**src/rtl/clk_div_monitor.sv**
```systemverilog
// clk_div_monitor: checker for a divide-by-N clock generated in the clk domain.
// Measures period and high time of each divided cycle, flags period, duty and
// stuck faults, declares lock after LOCK_CNT consecutive good periods and keeps
// a saturating fault counter.
//
// Ports:
//   clk, rst_n   system clock, asynchronous active-low reset
//   en           monitor enable; low forces IDLE
//   div_in       divided clock, synchronous to clk
//   err_clr      synchronous clear of err_count (wins over an increment)
//   locked       period and duty verified
//   meas_valid   one-cycle pulse when meas_period/meas_high update
//   meas_period  last measured period (clk cycles)
//   meas_high    last measured high time (clk cycles)
//   err_period   one-cycle pulse, period mismatch
//   err_duty     one-cycle pulse, high-time mismatch
//   err_stuck    one-cycle pulse, no rising edge for TIMEOUT cycles
//   lost_lock    one-cycle pulse when locked falls because of a fault
//   err_count    saturating count of fault events
module clk_div_monitor #(
    parameter int unsigned CNT_W      = 8,
    parameter int unsigned EXP_PERIOD = 10,
    parameter int unsigned EXP_HIGH   = 4,
    parameter int unsigned LOCK_CNT   = 3,
    parameter int unsigned TIMEOUT    = 20,
    parameter int unsigned ERR_W      = 8
) (
    input  logic             clk,
    input  logic             rst_n,
    input  logic             en,
    input  logic             div_in,
    input  logic             err_clr,
    output logic             locked,
    output logic             meas_valid,
    output logic [CNT_W-1:0] meas_period,
    output logic [CNT_W-1:0] meas_high,
    output logic             err_period,
    output logic             err_duty,
    output logic             err_stuck,
    output logic             lost_lock,
    output logic [ERR_W-1:0] err_count
);

    localparam int unsigned GOOD_W = (LOCK_CNT < 2) ? 1 : $clog2(LOCK_CNT + 1);
    localparam logic [CNT_W-1:0] CNT_MAX = '1;
    localparam logic [ERR_W-1:0] ERR_MAX = '1;

    typedef enum logic [1:0] {
        IDLE   = 2'd0,
        ACQ    = 2'd1,
        CHECK  = 2'd2,
        LOCKED = 2'd3
    } state_e;

    state_e             state_q;
    logic               div_prev_q;
    logic [CNT_W-1:0]   per_cnt_q;
    logic [CNT_W-1:0]   high_cnt_q;
    logic [GOOD_W-1:0]  good_cnt_q;

    logic rise;
    logic good;
    logic stuck;
    logic checking;
    logic fault;

    assign rise     = div_in & ~div_prev_q;
    assign good     = (per_cnt_q == CNT_W'(EXP_PERIOD)) && (high_cnt_q == CNT_W'(EXP_HIGH));
    assign stuck    = ~rise && (per_cnt_q == CNT_W'(TIMEOUT));
    assign checking = en && ((state_q == CHECK) || (state_q == LOCKED));
    // A bad period (period and/or duty) or a stall is a single fault event.
    assign fault    = checking && (rise ? ~good : stuck);

    // Edge detect plus free-running period / high-time counters.
    always_ff @(posedge clk or negedge rst_n) begin
        if (!rst_n) begin
            div_prev_q <= 1'b0;
            per_cnt_q  <= '0;
            high_cnt_q <= '0;
        end else begin
            div_prev_q <= div_in;
            if (rise) begin
                per_cnt_q  <= CNT_W'(1);
                high_cnt_q <= CNT_W'(1);
            end else begin
                if (per_cnt_q != CNT_MAX) begin
                    per_cnt_q <= per_cnt_q + CNT_W'(1);
                end
                if (div_in && (high_cnt_q != CNT_MAX)) begin
                    high_cnt_q <= high_cnt_q + CNT_W'(1);
                end
            end
        end
    end

    // Lock FSM with registered measurement and status outputs.
    always_ff @(posedge clk or negedge rst_n) begin
        if (!rst_n) begin
            state_q     <= IDLE;
            good_cnt_q  <= '0;
            locked      <= 1'b0;
            meas_valid  <= 1'b0;
            meas_period <= '0;
            meas_high   <= '0;
            err_period  <= 1'b0;
            err_duty    <= 1'b0;
            err_stuck   <= 1'b0;
            lost_lock   <= 1'b0;
        end else begin
            meas_valid <= 1'b0;
            err_period <= 1'b0;
            err_duty   <= 1'b0;
            err_stuck  <= 1'b0;
            lost_lock  <= 1'b0;
            if (!en) begin
                state_q    <= IDLE;
                locked     <= 1'b0;
                good_cnt_q <= '0;
            end else begin
                unique case (state_q)
                    IDLE: state_q <= ACQ;
                    // The period ending at the first rise is partial: no measurement.
                    ACQ: begin
                        if (rise) begin
                            state_q <= CHECK;
                        end
                    end
                    CHECK, LOCKED: begin
                        if (rise) begin
                            meas_valid  <= 1'b1;
                            meas_period <= per_cnt_q;
                            meas_high   <= high_cnt_q;
                            err_period  <= per_cnt_q != CNT_W'(EXP_PERIOD);
                            err_duty    <= high_cnt_q != CNT_W'(EXP_HIGH);
                            if (good) begin
                                if (state_q == CHECK) begin
                                    if (good_cnt_q == GOOD_W'(LOCK_CNT - 1)) begin
                                        state_q    <= LOCKED;
                                        locked     <= 1'b1;
                                        good_cnt_q <= GOOD_W'(LOCK_CNT);
                                    end else begin
                                        good_cnt_q <= good_cnt_q + GOOD_W'(1);
                                    end
                                end
                            end else begin
                                state_q    <= CHECK;
                                good_cnt_q <= '0;
                                if (state_q == LOCKED) begin
                                    locked    <= 1'b0;
                                    lost_lock <= 1'b1;
                                end
                            end
                        end else if (stuck) begin
                            // Leaving for ACQ stops the stall from being re-flagged.
                            err_stuck  <= 1'b1;
                            state_q    <= ACQ;
                            good_cnt_q <= '0;
                            if (state_q == LOCKED) begin
                                locked    <= 1'b0;
                                lost_lock <= 1'b1;
                            end
                        end
                    end
                    default: state_q <= IDLE;
                endcase
            end
        end
    end

    // Saturating fault counter; clear has priority.
    always_ff @(posedge clk or negedge rst_n) begin
        if (!rst_n) begin
            err_count <= '0;
        end else if (err_clr) begin
            err_count <= '0;
        end else if (fault && (err_count != ERR_MAX)) begin
            err_count <= err_count + ERR_W'(1);
        end
    end

endmodule

```
**config.mk**
```make
export PLATFORM = sky130hd
export DESIGN_NAME = clk_div_monitor
export DESIGN_NICKNAME = d
export VERILOG_FILES = /design/src/rtl/clk_div_monitor.sv
export SDC_FILE = /design/constraint.sdc
export NUM_CORES = 1
export LEC_CHECK = 0
export CAP_MARGIN = 20
export CORE_ASPECT_RATIO = 0.6
export CORE_MARGIN = 2
export CORE_UTILIZATION = 35
export DETAILED_ROUTE_END_ITERATION = 6
export DONT_BUFFER_PORTS = 1
export GPL_TIMING_DRIVEN = 0
export PLACE_DENSITY = 0.56
export SLEW_MARGIN = 25
export SYNTH_ARGS = -nofsm -noshare
export SYNTH_HDL_FRONTEND = slang
export SYNTH_SLANG_ARGS = --single-unit
```
**constraint.sdc**
```tcl
create_clock -name clk -period 2.3 [get_ports clk]
set_input_delay 0.23 -clock clk [delete_from_list [all_inputs] [get_ports clk]]
set_output_delay 0.23 -clock clk [all_outputs]
set_load 0.1 [all_outputs]
```
# Word level (Yosys, flattened, before mapping)
# Index checks and enable logic that the tools add are counted.
[totals] ff_bits=51
[op_classes] addsub=4 eq_ne=20 muxes=49 bitwise_logic=4 n_reduce_logical=16
[op_table] cell="$mux W8" n=6
[op_table] cell="$mux W1" n=28
[op_table] cell="$mux W2" n=14
[op_table] cell="$add A8 B1 Y8 const B" n=3
[op_table] cell="$ne A8 B8 Y1 const B" n=3
[op_table] cell="$ne A5 B5 Y1 const B" n=2
[op_table] cell="$eq A8 B3 Y1 const B" n=1
[op_table] cell="$eq A8 B4 Y1 const B" n=1
[op_table] cell="$eq A8 B5 Y1 const B" n=1
[op_table] cell="$ne A4 B3 Y1 const B" n=2
[op_table] cell="$ne A8 B3 Y1 const B" n=1
[op_table] cell="$ne A8 B4 Y1 const B" n=1
[op_table] cell="$reduce_and A4 Y1" n=2
[op_table] cell="$eq A2 B2 Y1 const B" n=3
[op_table] cell="$logic_and A1 B1 Y1" n=6
[op_table] cell="$pmux W2 S3" n=1
[op_table] cell="$reduce_and A3 Y1" n=2
[op_table] cell="$reduce_bool A2 Y1" n=3
[op_table] cell="$ne A4 B4 Y1 const B" n=1
[op_table] cell="$ne A3 B1 Y1 const B" n=1
[op_table] cell="$ne A3 B3 Y1 const B" n=1
[op_table] cell="$not A1 Y1" n=3
[op_table] cell="$add A2 B1 Y2 const B" n=1
[op_table] cell="$eq A2 B1 Y1 const B" n=1
[op_table] cell="5 further kinds" n=5

# Logic depth before layout (Yosys ltp)
[depth] word_depth=9 depth_mapped=9 mapped_depth_nobuf=7

# Least setup slack after synthesis
# No wires, ideal clock.
[synth_path] kind="register to register" from="register per_cnt_q[0]" to="register err_count[7]" setup_time_ns=0.125 t_arrival_ns=2.310 setup_slack_ns=-0.136 path_stages_with_launch=10 path_buffers=2 synth_period_minus_slack_ns=2.436 path_cell_list="dfrtp_1 inv_1 ha_1 or4bb_1 or4_1 buf_2 a21boi_4 buf_6 nor2_2 mux2_4"
[synth_via] elab_chain_len=7
[synth_rtl] element="start: declaration" line_no="57" text="logic [CNT_W-1:0] per_cnt_q;"
[synth_rtl] element="start signal: assignment" line_no="87" text="per_cnt_q <= per_cnt_q + CNT_W'(1);"
[synth_rtl] element="$eq A8 B4 Y1" line_no="68" text="assign good = (per_cnt_q == CNT_W'(EXP_PERIOD)) && (high_cnt_q == CNT_W'(EXP_HIGH));"
[synth_rtl] element="$logic_and A1 B1 Y1" line_no="68"
[synth_rtl] element="$not A1 Y1" line_no="72" text="assign fault = checking && (rise ? ~good : stuck);"
[synth_rtl] element="$mux W1 (*)" line_no="72"
[synth_rtl] element="$logic_and A1 B1 Y1 (*)" line_no="72"
[synth_rtl] element="$logic_and A1 B1 Y1 (*)" line_no="176" text="end else if (fault && (err_count != ERR_MAX)) begin"
[synth_rtl] element="$reduce_bool A2 Y1 (no line) (*)"
[synth_rtl] element="end signal: assignment" line_no="177" text="err_count <= err_count + ERR_W'(1);"
[synth_rtl] element="end: declaration" line_no="41" text="output logic [ERR_W-1:0] err_count"
# Every way passes the cells marked *; elsewhere a longest branch is shown, timed or not.
# A chain may end at the register's enable or synchronous reset.

# Worst setup path in the final report
# Same ends and word-level chain as after synthesis.

==> flow_summary.toml <==
[setup_path]
critical_path_required_ns = 2.47
reg2reg_slack_ns = -0.04
crit_path_start = "per_cnt_q[0]"
cp-start-kind = "flip-flop"
reg2reg_to = "err_count[7]"
path_class = "flip-flop to flip-flop"
arrival_ns = 2.52
crit_fanout = 5
timing.rr.start = "per_cnt_q[0]"
ff2ff_path_depth = 8
endpoint_kind = "flip-flop"

[run_status]
violations = "negative setup slack"
status = "finished, violations left"

[synthesis]
synth.avg_cell_area_um2 = 10.2
syn_nets = 254
synth_most_common_cell = "dfrtp_1"
synthTopCellsByCount = "51 x dfrtp_1, 18 x nand2_1, 17 x nor2_1"
seq_area_frac_synth_pct = 51.6
ys_top_cells_by_area = "dfrtp_1 52%, mux2_2 5.0%, ha_1 3.5%"
async_flop_share_pct = 100
synth.distinct_cells = 42
synth_ff_type = "dfrtp_1"
yosysTopAreaCell = "dfrtp_1"
synth_area_um2 = 2470
yosys_register_bits = 51
syn_inst = 242
netlist.area_leader.share_pct = 51.6
synth_edf_count = 0
yosysWarnings = 0

[hold_path]
holdPathEnd = "high_cnt_q[2]"
min_path_type = "input port to flip-flop"
worstHoldStart = "div_in"
hold_depth = 2

[layout]
multi_input_area_um2 = 1150
syn2layout_area_growth_pct = 18.6
drive_gt1_share_pct = 23.2
antennaDiodeCount = 0
regArea_um2 = 1290
fillers = 647
nNetsFinal = 274

[placed_design]
portBuffers = 0
place_congestion = 0.755
post-place-ws_ns = -0.293
place_hpwl_um = 3650

[route]
wl_um = 5610
drtAntennaViolNets = 0
wl_per_cell_um = 16.0
drt_pass1_iterations = 4
drt_iter0_drc = 139
drc = 0
vias = 1854
vias_per_cell = 5.30

[floorplan]
die_w_um = 113
ios = 35
die_y_um = 69.1
core_area_um2 = 6760
start_util_pct = 36.6
die_area_um2 = 7770
rows = 23

[clock_tree]
cts-buffers-inserted = 5
clockBufferDepth = 2
htreeDepth = 2
cts_tree = "built"
root_buffer = "clkbuf_16"
clock_latency_ns = 0.29
cts.clk_slew.worst_paths_ns = 0.07
clkSinkCount = 51

[timing]
grt_setup_unrepaired = "yes"
fmax_ghz = 0.427
fin_crit_ns = 2.34
slew_viol_final = 0
worst_pin_slew_ns = 1.03
setup_ws_ns = -0.0435
setup_viol = 3
tns_ns = -0.0455
period_share_pct = 102
hold_viol = 0
skew_ns = 0.00634
max_slew_margin_pct = 31.4

[global_routing]
grt_pass1_vias = 1901
grt_overflow = 0
grt_max_degree = 52
grt_pass1_wl_um = 9890
grt_use_total_pct = 15.9
antenna_found_initial = 0

[power_and_ir_drop]
leakage_nw = 1.30
vdd_drop_max_mv = 0.386
power_density_nw_per_um2 = 807

[job]
drv_cap = 0
## how the worst max path moves through the flow
stage	endpoint	slack [ns]	depth (start not counted)
finish	err_count[7]	-0.04	8
CTS	err_count[7]	-0.09	7
detailed placement	err_count[7]	-0.29	9
global route	err_count[7]	-0.11	8
global placement	err_count[7]	-0.29	9
floorplan	err_count[7]	-0.10	9
## flip-flops by register name, indices dropped and copies added, names as in the netlist, 2 cells and up
register,cells
state_q,2
err_count,8
per_cnt_q,8
good_cnt_q,2
meas_period,8
meas_high,8
high_cnt_q,8
## placed cells by master, fill, tap and decap left out, drive strengths merged, types with 2 or more instances in the layout
cell type	Yosys	layout
a21o	2	2
a21oi	13	13
a22oi	2	2
a31o	2	2
a31oi	3	3
and2	2	2
and3	7	7
buf	4	16
clkbuf	8	15
dfrtp	51	51
dlygate4sd3	0	2
ha	7	7
inv	11	11
mux2	12	12
mux2i	2	2
nand2	18	18
nand3	12	12
nand4	4	4
nor2	18	18
nor2b	6	6
nor3	4	4
o21ai	16	16
o31ai	7	7
or3	5	5
or4	7	7
xnor2	4	4
xor2	3	3
## where the power goes
part           leakage, nW  internal (mW)  switching, mW
clock network       0.0772          0.464          0.316
registers            0.678          0.972          0.351
logic                0.543          0.114          0.148
## cell type report
cell class / count / share of cell area (%)
buffer: 10 / 1.58
clock buffer: 8 / 5.34
inverter: 11 / 1.41
multi-input combinational: 168 / 39.3
sequential: 51 / 44.1
tap: 87 / 3.71
timing repair buffer: 15 / 4.61
## worst max-delay path, stage by stage, from the launching register on
cell and delay (ns):
dfrtp_1 0.40, inv_2 0.07, ha_1 0.14, or4bb_4 0.46, or4_4 0.48, a21boi_4 0.19
buf_6 0.14, nor2_2 0.05, mux2_4 0.29
## timing repair
action                                  4_1_cts  5_1_grt
gates resized for setup                      12       12
gates cloned                                  1        0
pin swaps                                     3        1
hold buffers                                  3        0
endpoints found under the setup margin       11       11
endpoints found under the hold margin        52        0
buffers inserted                             10        1
## through the flow
stage	instance area (um2)	utilization (%)	hold slack, ns	std cells	power [mW]
floorplan	2480	-	-0.0656	242	1.49
global route	2930	43.3	0.114	350	2.48
detailed placement	2590	38.2	-0.0645	329	1.56
finish	2930	43.3	0.100	350	2.36
global placement	2590	38.2	-0.0645	329	1.56
CTS	2900	42.9	0.0983	350	2.38
## metal layers
| metal | up-vias | GRT usage, % | part of all wire [%] |
|---|---|---|---|
| met2 | 30 | 21.4 | 41 |
| met4 | 0 | 4.88 | 0.91 |
| met5 | - | 0 | 0 |
| met3 | 6 | 4.22 | 4.2 |
| met1 | 920 | 24.6 | 54 |
| li1 | 898 | - | - |
## kinds of logic (layout without fill, tap and decap cells)
group	Yosys count	in the layout	share of synthesized area, %
and+or+nand+nor	90	90	19.4
DFF	51	51	51.6
AOI/OAI and AO/OA	50	50	12.7
buffers and inverters	23	44	3.85
muxes	14	14	6.43
adders and majority gates	7	7	3.54
xor gates and xnor gates	7	7	2.48
(Power assumes the default switching activity.)
